$ cat config.mk
export PLATFORM = sky130hd
export DESIGN_NAME = sakebi_rmii_rx_core
export DESIGN_NICKNAME = d
export VERILOG_FILES = /design/src/rtl/sakebi_rmii_pkg.sv /design/src/rtl/sakebi_rmii_dibit_packer.sv /design/src/rtl/sakebi_rmii_rx_core.sv
export SDC_FILE = /design/constraint.sdc
export NUM_CORES = 1
export LEC_CHECK = 0
export BUFFER_PORTS_ARGS = -buffer_cell sky130_fd_sc_hd__buf_2
export CAP_MARGIN = 20
export CORE_UTILIZATION = 42
export DETAILED_ROUTE_END_ITERATION = 7
export PLACE_DENSITY = 0.62
export SLEW_MARGIN = 5
export SYNTH_ARGS = -nofsm -noshare
export SYNTH_HDL_FRONTEND = slang
export SYNTH_SLANG_ARGS = --single-unit
$ cat constraint.sdc
create_clock -name i_rmii_REF_CLK -period 1.65 [get_ports i_rmii_REF_CLK]
set_input_delay 0.33 -clock i_rmii_REF_CLK [delete_from_list [all_inputs] [get_ports i_rmii_REF_CLK]]
set_output_delay 0.33 -clock i_rmii_REF_CLK [all_outputs]
set_load 0.02 [all_outputs]
$ cat src/rtl/sakebi_rmii_pkg.sv
// Shared RMII definitions for the sakebi receive and transmit paths.
package sakebi_rmii_pkg;

    typedef enum logic [1:0] {
        IDLE     = 2'd0,
        PREAMBLE = 2'd1,
        DATA     = 2'd2
    } rmii_state_e;

    localparam logic [1:0] RMII_DIBIT_PREAMBLE  = 2'b01;
    localparam logic [1:0] RMII_DIBIT_SFD       = 2'b11;
    localparam int         RMII_DIBITS_PER_BYTE = 4;

endpackage

$ cat src/rtl/sakebi_rmii_dibit_packer.sv
// Packs dibits LSB-first into bytes; done_o/byte_o are combinational on the
// cycle the fourth dibit is presented so the caller can register both.
module sakebi_rmii_dibit_packer
    import sakebi_rmii_pkg::*;
(
    input  logic       clk_i,
    input  logic       rst_i,
    input  logic       clear_i,
    input  logic       valid_i,
    input  logic [1:0] dibit_i,
    output logic [7:0] byte_o,
    output logic       done_o
);

    localparam logic [1:0] LAST_IDX = 2'(RMII_DIBITS_PER_BYTE - 1);

    logic [1:0] cnt_q, cnt_d;
    logic [5:0] sr_q, sr_d;

    // Only the three earlier dibits need storage; the fourth comes straight from the input.
    assign byte_o = {dibit_i, sr_q};
    assign done_o = valid_i && (cnt_q == LAST_IDX);

    always_comb begin
        cnt_d = cnt_q;
        sr_d  = sr_q;
        if (clear_i) begin
            cnt_d = 2'd0;
        end else if (valid_i) begin
            cnt_d = cnt_q + 2'd1;
            sr_d  = {dibit_i, sr_q[5:2]};
        end
    end

    always_ff @(posedge clk_i) begin
        if (rst_i) begin
            cnt_q <= 2'd0;
            sr_q  <= 6'd0;
        end else begin
            cnt_q <= cnt_d;
            sr_q  <= sr_d;
        end
    end

endmodule

$ cat src/rtl/sakebi_rmii_rx_core.sv
// RMII 100 Mb/s receive front end: preamble/SFD hunt, byte assembly and a
// one-cycle beat per byte. TVALID is a pulse; there is no TREADY.
module sakebi_rmii_rx_core
    import sakebi_rmii_pkg::*;
(
    input  logic       i_rmii_REF_CLK,
    input  logic       i_RESET,
    input  logic       i_rmii_CRS_DV,
    input  logic [1:0] i_rmii_RXD,
    output logic       o_axis_TVALID,
    output logic [7:0] o_axis_TDATA
);

    rmii_state_e state_q, state_d;
    logic        low_q, low_d;
    logic        tvalid_q;
    logic [7:0]  tdata_q;
    logic        push;
    logic        pk_clear;
    logic        pk_done;
    logic [7:0]  pk_byte;

    always_comb begin
        state_d = state_q;
        low_d   = 1'b0;
        push    = 1'b0;
        unique case (state_q)
            IDLE: begin
                if (i_rmii_CRS_DV && (i_rmii_RXD == RMII_DIBIT_PREAMBLE)) begin
                    state_d = PREAMBLE;
                end
            end
            PREAMBLE: begin
                if (!i_rmii_CRS_DV) begin
                    state_d = IDLE;
                end else if (i_rmii_RXD == RMII_DIBIT_SFD) begin
                    state_d = DATA;
                end else if (i_rmii_RXD != RMII_DIBIT_PREAMBLE) begin
                    state_d = IDLE;
                end
            end
            DATA: begin
                // A lone low CRS_DV cycle is end-of-frame toggling and still carries data.
                if (!i_rmii_CRS_DV && low_q) begin
                    state_d = IDLE;
                end else begin
                    push  = 1'b1;
                    low_d = !i_rmii_CRS_DV;
                end
            end
            default: state_d = IDLE;
        endcase
    end

    // Holding the counter clear outside DATA makes every frame start at d0.
    assign pk_clear = (state_q != DATA);

    sakebi_rmii_dibit_packer u_packer (
        .clk_i   (i_rmii_REF_CLK),
        .rst_i   (i_RESET),
        .clear_i (pk_clear),
        .valid_i (push),
        .dibit_i (i_rmii_RXD),
        .byte_o  (pk_byte),
        .done_o  (pk_done)
    );

    always_ff @(posedge i_rmii_REF_CLK) begin
        if (i_RESET) begin
            state_q  <= IDLE;
            low_q    <= 1'b0;
            tvalid_q <= 1'b0;
            tdata_q  <= 8'h00;
        end else begin
            state_q  <= state_d;
            low_q    <= low_d;
            tvalid_q <= pk_done;
            if (pk_done) begin
                tdata_q <= pk_byte;
            end
        end
    end

    assign o_axis_TVALID = tvalid_q;
    assign o_axis_TDATA  = tdata_q;

endmodule

==> results.cfg <==
[synthesis]
synth-simple-area-share_pct = 18.8
ys_types = 25
synth_compound_area_share_pct = 20.3
synthCells = 89
synth_mux_area_share_pct = 1.19
synth-seq-area-share_pct = 47.7
synth.avg_cell_area_um2 = 9.43
syn_nets = 95
yosys.area_share.adder_pct = 1.49
synth_xor_area_share_pct = 1.04
yosysWarnings = 0
synth_seq_cells = 20
synth_top_family_by_area = compound AO/OA/AOI/OAI gates
syn_area_um2 = 840

[clock_tree]
h-tree-depth = 1
tritoncts = done
cts_resized = 0
cts_hold_buf = 0
insertion_delay_ns = 0.29
path_clk_slew_ns = 0.10
root_buffer = clkbuf_4
clock_sinks = 20
clockBufferDepth = 2
cts_inserted_buffers = 3
post-cts-setup-buffer-count = 0

[critical_path]
critPathRequiredTime_ns = 1.82
crit_fanout = 17
crit_path_end_kind = register
cp_slowest_stage_delay_ns = 0.43
cp_cell_sequence = nand2b_1 -> o31ai_1 -> a21oi_1
crit_family = compound AO/OA/AOI/OAI gates
cp_num_buf_inv = 0
crit_type = reg2reg
cp.arrival_ns = 1.54
cp-start-kind = register
cp_slowest_cell = nand2b_1

[route]
ant_nets = 0
viasPerCell = 5.57
dr.first_iter.drc_count = 13
routed_wl_um = 1620
drc = 0
wl_per_cell_um = 13.3
dr_total_vias = 679
first_pass_iters = 2

[finish]
mostFrequentLayoutCell = dfxtp_1
diodes = 0
finish.instance_area_um2 = 890
drive_above_1_share_pct = 20.6
final_cell_mix = 20 x dfxtp_1, 15 x a21oi_1, 13 x buf_2
nets = 105
area_delta_synth_final_pct = 5.96
final_util_pct = 49.4

[global_route]
overflow = 0
grt_pass1_wl_um = 2500
grt_pass1_vias = 543
grt_util_all_layers_pct = 16.4
antenna_found_initial = 0
grt_max_degree = 21

[sta]
max_freq_mhz = 730
fin_skew_ns = 0.00107
period_needed_ns = 1.37
tns_ns = 0
finalHoldViolations = 0
post-route-period-util_pct = 83.0
tightest_slew_ns = 0.649
setup_viol = 0
setup_slack_ns = 0.280
relSlewSlack_pct = 56.7
drv_slew = 0
rsz0062_at_grt = no

[placement]
port_buffers = 13
hpwl_um = 1060
placed_cell_area_um2 = 867
pre_cts_ws_ns = 0.234
gp_congestion = 0.779

[power]
p_leak_nw = 0.324
power_density_mw_per_mm2 = 815
ir_drop_v = 0.000385

[floorplanning]
die_x_um = 46.7
core_mm2 = 0.00180
num_io_pins = 14
initial_core_util_pct = 46.6
rows = 15
die_y_um = 46.7
die-area_mm2 = 0.00218

[min_path]
hp-class = in2reg

[run]
cap_violations = 0

[run_status]
status = finished clean
## worst reg2reg max path: stages, from the launching register on
cell and delay, ns:
dfxtp_1 0.33, nand2b_1 0.43, o31ai_1 0.40, a21oi_1 0.10
## Yosys cell counts, drive strengths merged
cell    number  share of area, %
nor4         1              0.75
nand2        1              0.45
inv          1              0.45
buf          7               7.0
clkbuf       2               2.1
mux2i        1               1.2
nand2b       2               1.5
and2b        2               2.1
dfxtp       20                48
o31ai        8               7.7
nand4        9               6.7
xnor2        1               1.0
ha           1               1.5
a21oi       15               8.9
nand3        6               3.6
and3         1              0.75
nor3         3               1.8
nor2         1              0.45
nor2b        1              0.75
o21ai        6               3.6
## final timing paths
check                              startpoint               to  cells past startpoint  slack (ns)
worst max-delay path               state_q[0]  o_axis_TDATA[3]                      3        0.28
worst min-delay path            i_rmii_CRS_DV            low_q                      2        0.24
worst max register to register     state_q[0]  o_axis_TDATA[3]                      3        0.28
worst min register to register          low_q            low_q                      1        0.46
## cell families after synthesis
kind of cell    after synthesis
compound gates               29
xor+xnor                      1
fa+ha+maj                     1
buf+inv                      10
flops                        20
mux                           1
simple gates                 27
## registers in the layout, summed over array words and instances (netlist names)
register,cells
o_axis_TDATA,8
o_axis_TVALID,1
u_packer.cnt_q,2
low_q,1
u_packer.sr_q,6
state_q,2
## report_power, final
part	switching, mW	internal (mW)	total [mW]	leakage, nW
logic	0.0137	0.00655	0.0202	0.149
clock network	0.136	0.0848	0.220	0.0138
registers	0.000705	0.484	0.484	0.161
## through the flow
step	power [mW]	hold slack [ns]	std cells
floorplan	0.508	0.408	89
global placement	0.515	0.443	119
detailed placement	0.516	0.444	119
CTS	0.736	0.229	122
global route	0.762	0.228	122
finish	0.725	0.239	122
## cell type report
class / instances / area (um2)
clock buffers: 3 / 22.5
fillers: 177 / 912
inverters: 1 / 3.75
multi-input cells: 59 / 359
flip-flops and latches: 20 / 400
well taps: 25 / 31.3
repair buffers: 14 / 72.6
## layer usage
metal / up-vias / track usage [%] / routed length (um)
met3: 2 / 3.53 / 39
li1: 347 / - / -
met5: - / 0 / 0
met4: 0 / 6.86 / 13
met1: 321 / 22.9 / 779
met2: 9 / 24.4 / 788
(Power assumes the default switching activity.)
